## src/rtl/frame_buffer_writer_pkg.sv

```systemverilog
// Shared definitions for the frame buffer writer: FSM states, component codes
// and the default active-image geometry used by the display path.
package frame_buffer_writer_pkg;

    typedef enum logic [2:0] {
        IDLE,
        HUNT,
        WR_R,
        WR_G,
        WR_B,
        COMMIT
    } state_t;

    localparam logic [1:0] COMP_R = 2'd0;
    localparam logic [1:0] COMP_G = 2'd1;
    localparam logic [1:0] COMP_B = 2'd2;

    localparam int unsigned DEF_ACT_PIXELS = 10;
    localparam int unsigned DEF_ACT_LINES  = 10;

    function automatic logic [1:0] comp_for(state_t s);
        logic [1:0] c;
        c = COMP_B;
        if (s == WR_R) c = COMP_R;
        else if (s == WR_G) c = COMP_G;
        return c;
    endfunction

endpackage

```

## src/rtl/frame_buffer_writer_release_edge.sv

```systemverilog
// Rising-edge detector for a buffer-empty level coming from the display
// controller; one instance per ping-pong buffer.
module release_edge (
    input  logic clk,
    input  logic reset,
    input  logic level,
    output logic rise
);

    logic level_d;

    always_ff @(posedge clk or posedge reset) begin
        if (reset) level_d <= 1'b0;
        else       level_d <= level;
    end

    assign rise = level & ~level_d;

endmodule

```

## src/rtl/frame_buffer_writer.sv

```systemverilog
// Writes an R,G,B byte stream into alternating ping-pong frame buffers and
// tracks which buffers hold a complete frame for the display controller.
module frame_buffer_writer
    import frame_buffer_writer_pkg::*;
#(
    parameter int unsigned ACT_PIXELS = DEF_ACT_PIXELS,
    parameter int unsigned ACT_LINES  = DEF_ACT_LINES,
    parameter int unsigned ADDR_W     = 7
) (
    input  logic              clk,
    input  logic              reset,
    input  logic [7:0]        in_data,
    input  logic              in_valid,
    input  logic              in_sof,
    output logic              in_ready,
    input  logic              buf0_empty,
    input  logic              buf1_empty,
    output logic              wr_en0,
    output logic              wr_en1,
    output logic [ADDR_W-1:0] wr_addr,
    output logic [1:0]        wr_sel,
    output logic [7:0]        wr_data,
    output logic              buf0_full,
    output logic              buf1_full,
    output logic              sync_err
);

    localparam logic [9:0] PX_LAST = 10'(ACT_PIXELS - 1);
    localparam logic [9:0] LN_LAST = 10'(ACT_LINES - 1);

    state_t            state;
    logic              tgt;
    logic [9:0]        px_cnt;
    logic [9:0]        line_cnt;
    logic [ADDR_W-1:0] addr;
    logic              full0;
    logic              full1;
    logic              rel0;
    logic              rel1;
    logic              accept;
    logic              tgt_full;

    release_edge u_rel0 (
        .clk   (clk),
        .reset (reset),
        .level (buf0_empty),
        .rise  (rel0)
    );

    release_edge u_rel1 (
        .clk   (clk),
        .reset (reset),
        .level (buf1_empty),
        .rise  (rel1)
    );

    assign accept    = in_valid & in_ready;
    assign tgt_full  = tgt ? full1 : full0;
    assign buf0_full = full0;
    assign buf1_full = full1;

    always_ff @(posedge clk or posedge reset) begin
        if (reset) begin
            state    <= IDLE;
            tgt      <= 1'b0;
            px_cnt   <= '0;
            line_cnt <= '0;
            addr     <= '0;
            full0    <= 1'b0;
            full1    <= 1'b0;
            in_ready <= 1'b0;
            wr_en0   <= 1'b0;
            wr_en1   <= 1'b0;
            wr_addr  <= '0;
            wr_sel   <= '0;
            wr_data  <= '0;
            sync_err <= 1'b0;
        end else begin
            wr_en0   <= 1'b0;
            wr_en1   <= 1'b0;
            sync_err <= 1'b0;

            // Releases are applied before COMMIT so a coincident set of the same flag wins.
            if (rel0) full0 <= 1'b0;
            if (rel1) full1 <= 1'b0;

            case (state)
                IDLE: begin
                    if (!tgt_full) begin
                        state    <= HUNT;
                        in_ready <= 1'b1;
                    end
                end

                HUNT: begin
                    if (accept && in_sof) begin
                        if (tgt) wr_en1 <= 1'b1;
                        else     wr_en0 <= 1'b1;
                        wr_addr <= '0;
                        wr_sel  <= COMP_R;
                        wr_data <= in_data;
                        state   <= WR_G;
                    end
                end

                WR_R, WR_G, WR_B: begin
                    if (accept) begin
                        if (tgt) wr_en1 <= 1'b1;
                        else     wr_en0 <= 1'b1;
                        wr_data <= in_data;
                        if (in_sof) begin
                            // Misplaced start of frame: restart the same buffer at pixel 0.
                            sync_err <= 1'b1;
                            px_cnt   <= '0;
                            line_cnt <= '0;
                            addr     <= '0;
                            wr_addr  <= '0;
                            wr_sel   <= COMP_R;
                            state    <= WR_G;
                        end else begin
                            wr_addr <= addr;
                            wr_sel  <= comp_for(state);
                            case (state)
                                WR_R: state <= WR_G;
                                WR_G: state <= WR_B;
                                default: begin
                                    if (px_cnt == PX_LAST && line_cnt == LN_LAST) begin
                                        px_cnt   <= '0;
                                        line_cnt <= '0;
                                        addr     <= '0;
                                        in_ready <= 1'b0;
                                        state    <= COMMIT;
                                    end else begin
                                        addr <= addr + ADDR_W'(1);
                                        if (px_cnt == PX_LAST) begin
                                            px_cnt   <= '0;
                                            line_cnt <= line_cnt + 10'd1;
                                        end else begin
                                            px_cnt <= px_cnt + 10'd1;
                                        end
                                        state <= WR_R;
                                    end
                                end
                            endcase
                        end
                    end
                end

                COMMIT: begin
                    if (tgt) full1 <= 1'b1;
                    else     full0 <= 1'b1;
                    tgt      <= ~tgt;
                    px_cnt   <= '0;
                    line_cnt <= '0;
                    addr     <= '0;
                    in_ready <= 1'b0;
                    state    <= IDLE;
                end

                default: begin
                    in_ready <= 1'b0;
                    state    <= IDLE;
                end
            endcase
        end
    end

endmodule

```

## config.mk

```make
export PLATFORM = sky130hd
export DESIGN_NAME = frame_buffer_writer
export DESIGN_NICKNAME = d
export VERILOG_FILES = /design/src/rtl/frame_buffer_writer_pkg.sv /design/src/rtl/frame_buffer_writer_release_edge.sv /design/src/rtl/frame_buffer_writer.sv
export SDC_FILE = /design/constraint.sdc
export NUM_CORES = 1
export LEC_CHECK = 0
export ABC_AREA = 1
export CAP_MARGIN = 10
export CORE_MARGIN = 5
export CORE_UTILIZATION = 58
export CTS_BUF_LIST = sky130_fd_sc_hd__clkbuf_2
export CTS_CLUSTER_DIAMETER = 100
export DETAILED_ROUTE_END_ITERATION = 6
export MAX_ROUTING_LAYER = met4
export PLACE_DENSITY_LB_ADDON = 0.15
export SYNTH_ARGS = -nofsm -noshare
export SYNTH_HDL_FRONTEND = slang
export SYNTH_SLANG_ARGS = --single-unit
export TNS_END_PERCENT = 10
```

## constraint.sdc

```tcl
create_clock -name clk -period 2.55 [get_ports clk]
set_clock_uncertainty 0.15 [all_clocks]
set_input_delay 0.51 -clock clk [delete_from_list [all_inputs] [get_ports clk]]
set_output_delay 0.51 -clock clk [all_outputs]
set_load 0.03 [all_outputs]
```

; ---- Word-level counts from Yosys, hierarchy flattened
; Index checks and enable logic that the tools add are counted.
[classes]
eq_ne = 15
shift = 0
order_cmp = 0
bitwise = 7
muxes = 61
n_reduce_logical = 12
multipliers = 0
n_div = 0
n_addsub = 3
[op_table]
columns = cell, n
row1 = 10-bit 2-to-1 mux, 10
row2 = 7-bit 2-to-1 mux, 7
row3 = 10-bit case mux with 2 select lines, 2
row4 = 7-bit case mux with 2 select lines, 2
row5 = 1-bit 2-to-1 mux, 21
row6 = 10-bit by 1-bit adder with 10-bit output (second input constant), 2
row7 = 10-bit by 4-bit equality test with 1-bit output (second input constant), 2
row8 = 8-bit 2-to-1 mux, 2
row9 = 8-bit case mux with 2 select lines, 1
row10 = 3-bit 2-to-1 mux, 5
row11 = 2-bit != test (second input constant), 6
row12 = 2-bit 2-to-1 mux, 5
row13 = 3-bit case mux with 3 select lines, 1
row14 = 3-bit AND reduction, 3
row15 = 7-bit by 1-bit adder with 7-bit output (second input constant), 1
row16 = 3-bit by 2-bit equality test with 1-bit output (second input constant), 2
row17 = 3-bit equality test (second input constant), 2
row18 = 3-bit case mux with 2 select lines, 1
row19 = 6-bit AND reduction, 1
row20 = 4-bit != test (second input constant), 1
row21 = 1-bit inverter, 4
row22 = 1-bit case mux with 2 select lines, 2
row23 = 2-bit case mux with 2 select lines, 1
row24 = 4-bit AND reduction, 1
row25 = other kinds (9), 13
[word_totals]
romBits = 0
regBits = 56
input_bits = 14
n_memories = 0
latchBits = 0
out_inout_bits = 23
wordCells = 114
ram_bits = 0

; ---- Logic depth before layout (Yosys ltp)
[logic_depth]
word_depth = 7
ltp_mapped = 11
mapped_depth_nobuf = 10

; ---- Cells and area by module
; From an unflattened synthesis, not the netlist that was laid out.
[unflattened]
hier_cells = 399
hier_area_um2 = 3079.2
[modules_own_cells]
columns = mod, area_per_inst_um2, instances, seq_area_each_um2, cells_each
row1 = frame_buffer_writer, 3001.6, 1, 1351.3, 391
row2 = release_edge, 38.8, 2, 25.0, 4

; ---- Worst setup path after synthesis
; No wires, ideal clock.
[synth_timing]
path_type = in2reg
startpoint = input port in_sof
endpoint = register line_cnt[5]
setup_time_ns = 0.126
arrival_time_ns = 1.409
cell_stages = 9
required_ns = 2.274
setup_slack_ns = 0.865
n_path_buf = 2
cell_sequence = buf_2 nand3_1 nand2_1 nand2_8 inv_8 nand2_4 buf_6 nand2_1 o21ai_0
[synth_via]
elab_chain_len = 3
word_cells_on_any_way = 6
classes_between = 2 x eq/ne / 3 x mux / 1 x reduce/logical
[synth_rtl]
columns = element, line
row1 = from (decl), frame_buffer_writer.sv:14  ; input logic in_sof,
row2 = 10-bit 2-to-1 mux, frame_buffer_writer.sv:111  ; if (in_sof) begin
row3 = 10-bit 2-to-1 mux, frame_buffer_writer.sv:107  ; if (accept) begin
row4 = 10-bit case mux with 2 select lines, frame_buffer_writer.sv:87  ; case (state)
row5 = to (signal assigned), frame_buffer_writer.sv:137  ; line_cnt <= line_cnt + 10'd1;
row6 = to (decl), frame_buffer_writer.sv:34  ; logic [9:0] line_cnt;
; Several ways; a longest one is shown, not always the timed one. The select of a mux whose other input is x is not followed.
; A chain may end at the register's enable or synchronous reset.

; ---- Worst setup path in the final report
[layout_timing]
startpoint = register wr_addr[0]
endpoint = output port wr_addr[0]
[layout_lines]
columns = element, line
row1 = from (decl), frame_buffer_writer.sv:20  ; output logic [ADDR_W-1:0] wr_addr,
row2 = from (signal assigned), frame_buffer_writer.sv:121  ; wr_addr <= addr;
; No word-level cell between the ends.

==> flow_metrics.tcl <==
set metrics [dict create \
    status "finished, final reports clean" \
    placed_cells 509 \
    cts_setup_buffers 0 \
    met3_usage_pct 3.465 \
    antenna_cells 0 \
    cts.htree.levels 2 \
    cp.required_ns 1.89 \
    nNetsFinal 465 \
    setup_violations 0 \
    grt_use_met1_pct 26.91 \
    cts.path.max_buffers 2 \
    ff_latch_area_sq_mm 0.001401 \
    pin_count 37 \
    clk_latency_ns 0.45 \
    worst_pin_slew_ns 0.3737 \
    drc_errors 0 \
    synth_area_leaders "dfrtp_1, nand2_1, nand3_1" \
    drt_wl_total_mm 6.416 \
    ys_warn_count 0 \
    cp_max_fo 2 \
    ant_nets 0 \
    hold_viol 0 \
    tns_ns 0 \
    max_slew_margin_pct 74.90 \
    end_kind "output pin" \
    synth_top_area_cell "dfrtp_1" \
    cpMaxStageDelayCell "clkdlybuf4s50_1" \
    netlist_area_sq_mm 0.003082 \
    synth_seq_area_share_pct 45.47 \
    viasPerCell 5.114 \
    grt_busiest_layer "met2" \
    nFillCells 492 \
    antenna_found_initial 0 \
    fmax_mhz 446.5 \
    coreArea_sq_mm 0.005140 \
    crit_buf_inv 1 \
    stdcell_count 517 \
    dr_total_vias 2644 \
    hp-class "input pin to asynchronous set/reset pin" \
    syn_to_final_growth_pct 14.98 \
    vdd_drop_max_v 0.0003896 \
    hold_ws_ns 0.2312 \
    synthesis.nets 429 \
    cts_buffers 5 \
    start_util_pct 59.96 \
    placementRows 26 \
    wl_per_cell_um 12.41 \
    rsz0062_at_grt "no" \
    avgSynthCellArea_sq_um 7.516 \
    die_area_sq_mm 0.006871 \
    synth_top_area_share_pct 45.47 \
    grtUsageTotal_pct 20.79 \
    powerDensity_mw_per_mm2 860.0 \
    io_buffers 36 \
    cts.sinks 56 \
    clk_pin_slew_ns 0.29 \
    grtUsageMet2_pct 33.75 \
    leakage_nw 1.809 \
    worst_path_largest_cell_delay_ns 0.68 \
    maxCapViolCount 0 \
    cts_tree "built" \
    cts.repair.resized 0 \
    die_w_um 82.89 \
    maxSlewViolCount 0 \
    drive_gt1_share_pct 8.949 \
    grt_overflow 0 \
    multi_input_area_sq_mm 0.001403 \
    path_class "flip-flop to output pin" \
    grt_max_degree 57 \
    cp.arrival_ns 1.58 \
    place_congestion 0.9042 \
    crit_family "buffers and inverters" \
    synth_cell_types 36 \
    grt_pass1_vias 2606 \
    crit_chain "clkdlybuf4s50_1" \
    die_y_um 82.89 \
    grt_first_pass_wirelength_mm 11.92 \
    final.min_clock_period_ns 2.240 \
    clockRootBuffer "clkbuf_2" \
    firstDrtPassIters 4 \
    period_share_pct 87.83 \
    dp_hpwl_mm 4.735 \
    start_kind "flip-flop" \
    syn_inst 410 \
    cts_hold_buf 0 \
    ys_ff_latch 56 \
    drt_iter0_markers 176 \
]
## cell type report
| class | instances | area share (%) |
|---|---|---|
| clock buffer | 5 | 0.7062 |
| clock inverter | 3 | 1.201 |
| inverter | 48 | 5.332 |
| multi-input combinational | 296 | 39.58 |
| sequential | 56 | 39.55 |
| tap | 70 | 2.472 |
| timing repair buffer | 39 | 11.16 |
## kinds of logic (layout without fill, tap and decap cells)
family | count (synthesis) | in the layout | synth area share [%]
compound gates | 29 | 29 | 5.481
fa+ha+maj | 5 | 5 | 2.030
simple gates | 261 | 261 | 37.72
flops | 56 | 56 | 45.47
buf+inv | 58 | 95 | 9.012
xor+xnor | 1 | 1 | 0.2843
## cell usage after synthesis
library cell and instances:
nor2_2 5, inv_8 1, nand2_8 1, inv_2 4
o21bai_1 1, nand2_4 1, buf_8 1, nor2b_1 1
o21ai_2 4, a21o_1 2, nand4_1 11, o21ai_1 1
buf_4 2, clkbuf_2 1, nand3_1 44, ha_1 5
or2_2 2, nor3b_1 2, xor2_1 1, clkinv_2 1
a21oi_1 1, nand3_2 1, o22ai_1 1, o21ai_0 19
dfrtp_1 56, nor2_4 1, nand2_2 6, nor2_1 42
clkbuf_1 1, nand3_4 1, nor3_1 2, inv_1 42
buf_2 1, buf_6 4, nand2_1 140, nand3b_1 1
## worst paths after layout
check,startpoint,depth (start not counted),to,slack (ns)
hold / removal,reset,3,wr_data[3]$_DFFE_PP0P_,0.23
hold reg to reg,tgt$_DFFE_PP0N_,1,wr_en0$_DFF_PP0_,0.35
setup reg to reg,state[2]$_DFFE_PP0P_,8,wr_sel[1]$_DFFE_PP0P_,0.56
max in group asynchronous,reset,3,state[0]$_DFFE_PP0P_,1.75
setup / recovery,wr_addr[0]$_DFFE_PP0P_,1,wr_addr[0],0.31
min in group clk,tgt$_DFFE_PP0N_,1,wr_en0$_DFF_PP0_,0.35
## placed cells by master (no fill, tap or decap), types with 2 or more instances in the layout
cell type,instances
a21o_1,2
nand2_1,140
nand2_2,6
nor2_1,42
inv_2,5
o21ai_2,4
nor3_1,2
clkinv_2,2
o21ai_0,19
nand3_1,44
or2_2,2
nor3b_1,2
ha_1,5
buf_4,2
nand4_1,11
inv_1,41
clkdlybuf4s50_1,36
dfrtp_1,56
clkbuf_2,5
nor2_2,5
## power breakdown
group | total (mW) | internal [mW] | switching (mW)
Clock | 0.446 | 0.163 | 0.283
Combinational | 1.35 | 0.471 | 0.881
Sequential | 1.25 | 1.07 | 0.176
Total | 3.05 | 1.71 | 1.34
## sequential cells by signal, indices dropped and copies added (netlist names)
signal,cells
u_rel0.level_d,1
wr_sel,2
in_ready,1
px_cnt,10
state,3
wr_en0,1
wr_en1,1
addr,7
wr_data,8
u_rel1.level_d,1
wr_addr,7
tgt,1
buf1_full,1
buf0_full,1
line_cnt,10
sync_err,1
## through the flow
stage | setup slack, ns | area, sq um | total power, mW | util (%)
finish | 0.3102 | 3543 | 3.047 | 68.94
CTS | 0.2975 | 3543 | 3.069 | 68.94
global placement | 0.2388 | 3476 | 2.576 | 67.62
global route | 0.2411 | 3543 | 3.292 | 68.94
detailed placement | 0.1876 | 3476 | 2.622 | 67.62
floorplan | 0.5187 | 3082 | 2.256 | -
## layer usage
metal	up-vias	share of wire [%]
met5	-	0
li1	1363	-
met2	50	47
met3	8	4.3
met1	1223	47
met4	0	1.1
No activity file was read; power rests on OpenSTA's default activity.
==> RTL change, RTL diff (config.mk and constraints unchanged) <==
`ADDR_W`: 7 -> 8.
--- a/src/rtl/frame_buffer_writer.sv
+++ b/src/rtl/frame_buffer_writer.sv
@@ -6,5 +6,5 @@
     parameter int unsigned ACT_PIXELS = DEF_ACT_PIXELS,
     parameter int unsigned ACT_LINES  = DEF_ACT_LINES,
-    parameter int unsigned ADDR_W     = 7
+    parameter int unsigned ADDR_W     = 8
 ) (
     input  logic              clk,
Interface: changed (resized wr_addr); port bits go from 37 to 38. No check against the original RTL was run, so the function may have changed too.
==> RTL change against the original RTL <==
Global-route usage decreased by 0.26 points; design area up 3.5%; area after synthesis is 1.7% higher; count of clock-buffer cells in the layout increased by 6; clock power increased by 25%; routed wire length about the same; total power increased by 17%; sequential cell count increased by 2; worst setup slack better by 17 ps; largest cell class is now sequential cells; largest power group unchanged; highest routed layer unchanged.
==> RTL change: results (changes against the original RTL) <==
crit path to=buf0_full (was wr_addr[0]); CTS buffer count=9 (was 5); Max H-tree Level=3 (was 2); Top Registers=line_cnt x10, px_cnt x10 (was line_cnt x10, px_cnt x10, wr_data x8); worst hold path class=primary input to async pin (unchanged); Post-DP HPWL=4660 um (was 4735 um); setup bufs post-CTS=0 (unchanged); commonest cells in the synthesized netlist=nand2_1, dfrtp_1, inv_1, nor2_1, nand3_1 (was nand2_1, dfrtp_1, nand3_1, inv_1, nor2_1); Synth Area in Adders=0.01995 (was 0.02030); Max transition margin=0.6396 (was 0.7490); share of layout cells above drive strength 1=0.08753 (was 0.08949); crit path DAT=1560 ps (was 1580 ps); RePlAce Congestion=0.9363 (was 0.9042); Post-synth EDFFs=0 (unchanged); Compound-Gate Fraction of Synth Area=0.09417 (was 0.05481); sequential area share after synthesis=0.4629 (was 0.4547); Worst VDD drop=0.0005227 V (was 0.0003896 V); fill count=415 (was 492); Root Driver=clkbuf_2 (unchanged); worst-path maximum fanout=3 (was 2); IO buf count=37 (was 36); reg2reg start=px_cnt[1] (was state[2]); largest net degree at the start of global routing=28 (was 57); # nets final=472 (was 465); # diodes=0 (unchanged); critical path startpoint=buf0_full (was wr_addr[0]); Async S/R FF share, synth=1.000 (unchanged); multiplexer area fraction after synthesis=0 (unchanged); Clock transition at path regs=170 ps (was 290 ps); R2R Setup Slk=650 ps (was 560 ps); TritonRoute pass-1 iters=5 (was 4); RR Endpoint=addr[6] (was wr_sel[1]); Tot GR Track Use=0.2053 (was 0.2079); CP max stage cell=clkdlybuf4s50_1 (unchanged); library cells used by synthesis=33 (was 36); Total Wirelength=6411 um (was 6416 um); leakage power=0.001784 uW (was 0.001809 uW); clock buffer depth=2 (unchanged); syn nets=431 (was 429); Slowest Stage Delay on Critical Path=680 ps (about the same); first-pass GRT wire length=11410 um (was 11920 um); vias in the first global route=2596 (was 2606); Iter 0 DRT Violations=174 (was 176); Ys Warns=0 (unchanged); antenna violations before repair=0 (unchanged); Worst Reg-to-Reg Cells=7 (was 8); CTS resizes=0 (unchanged); top post-synthesis cells by area=dfrtp_1, nand2_1, inv_1 (was dfrtp_1, nand2_1, nand3_1); status=finished clean (unchanged); cell family with most CP delay=buffers and inverters (unchanged); xor/xnor share of the synthesized area=0.002793 (was 0.002842); DR vias/cell=5.171 (was 5.114); Clk Latency, worst-skew pair=490 ps (was 450 ps)
==> RTL change: cell types whose count changed after synthesis, moves of 4 or more <==
cell / change
nor2_1: +4
inv_1: +6
nand2_2: -4
nand2_1: -7
o21ai_1: +12
buf_2: +4
nand3_1: -14
==> RTL change: where the power goes <==
part,internal [uW],switching (uW),total [uW]
clock,224,333,557
combinational,588,1090,1680
sequential,1130,194,1330
==> RTL change: stage by stage <==
stage	power, uW	instance area, sq um	std cells	utilization	setup slack [ps]
after floorplan	2554	3136	412	-	462.0
after global placement	2995	3567	512	0.6896	313.7
after detailed placement	3031	3567	512	0.6896	260.4
after CTS	3587	3666	527	0.7088	290.8
after global routing	3846	3666	527	0.7088	262.0
final	3563	3666	527	0.7088	327.2
==> RTL change: how the worst min path moves through the flow <==
stage	from	endpoint	slack, ps	depth (start not counted)
5_1_grt	reset	wr_addr[0]	260	2
6_report	reset	wr_addr[5]	220	2
3_3_place_gp	wr_data[5]	wr_data[5]	310	2
3_5_place_dp	wr_data[2]	wr_data[2]	310	2
4_1_cts	reset	wr_addr[3]	220	2
2_1_floorplan	tgt	wr_en0	290	1
==> RTL change: final cells by class <==
cell class	instances	share of cell area
clock buffers	11	0.01502
clock inverters	4	0.01195
inverters	53	0.05700
multi-input cells	291	0.3823
flip-flops and latches	58	0.3959
well taps	70	0.02389
repair buffers	40	0.1140
==> RTL change: per-layer routing <==
| layer | global-route usage | vias to the layer above | share of wire |
|---|---|---|---|
| met5 | - | - | 0 |
| met4 | 0.1009 | 0 | 0.022 |
| met3 | 0.04541 | 14 | 0.049 |
| met2 | 0.3258 | 71 | 0.47 |
| met1 | 0.2484 | 1247 | 0.46 |
| li1 | - | 1393 | - |
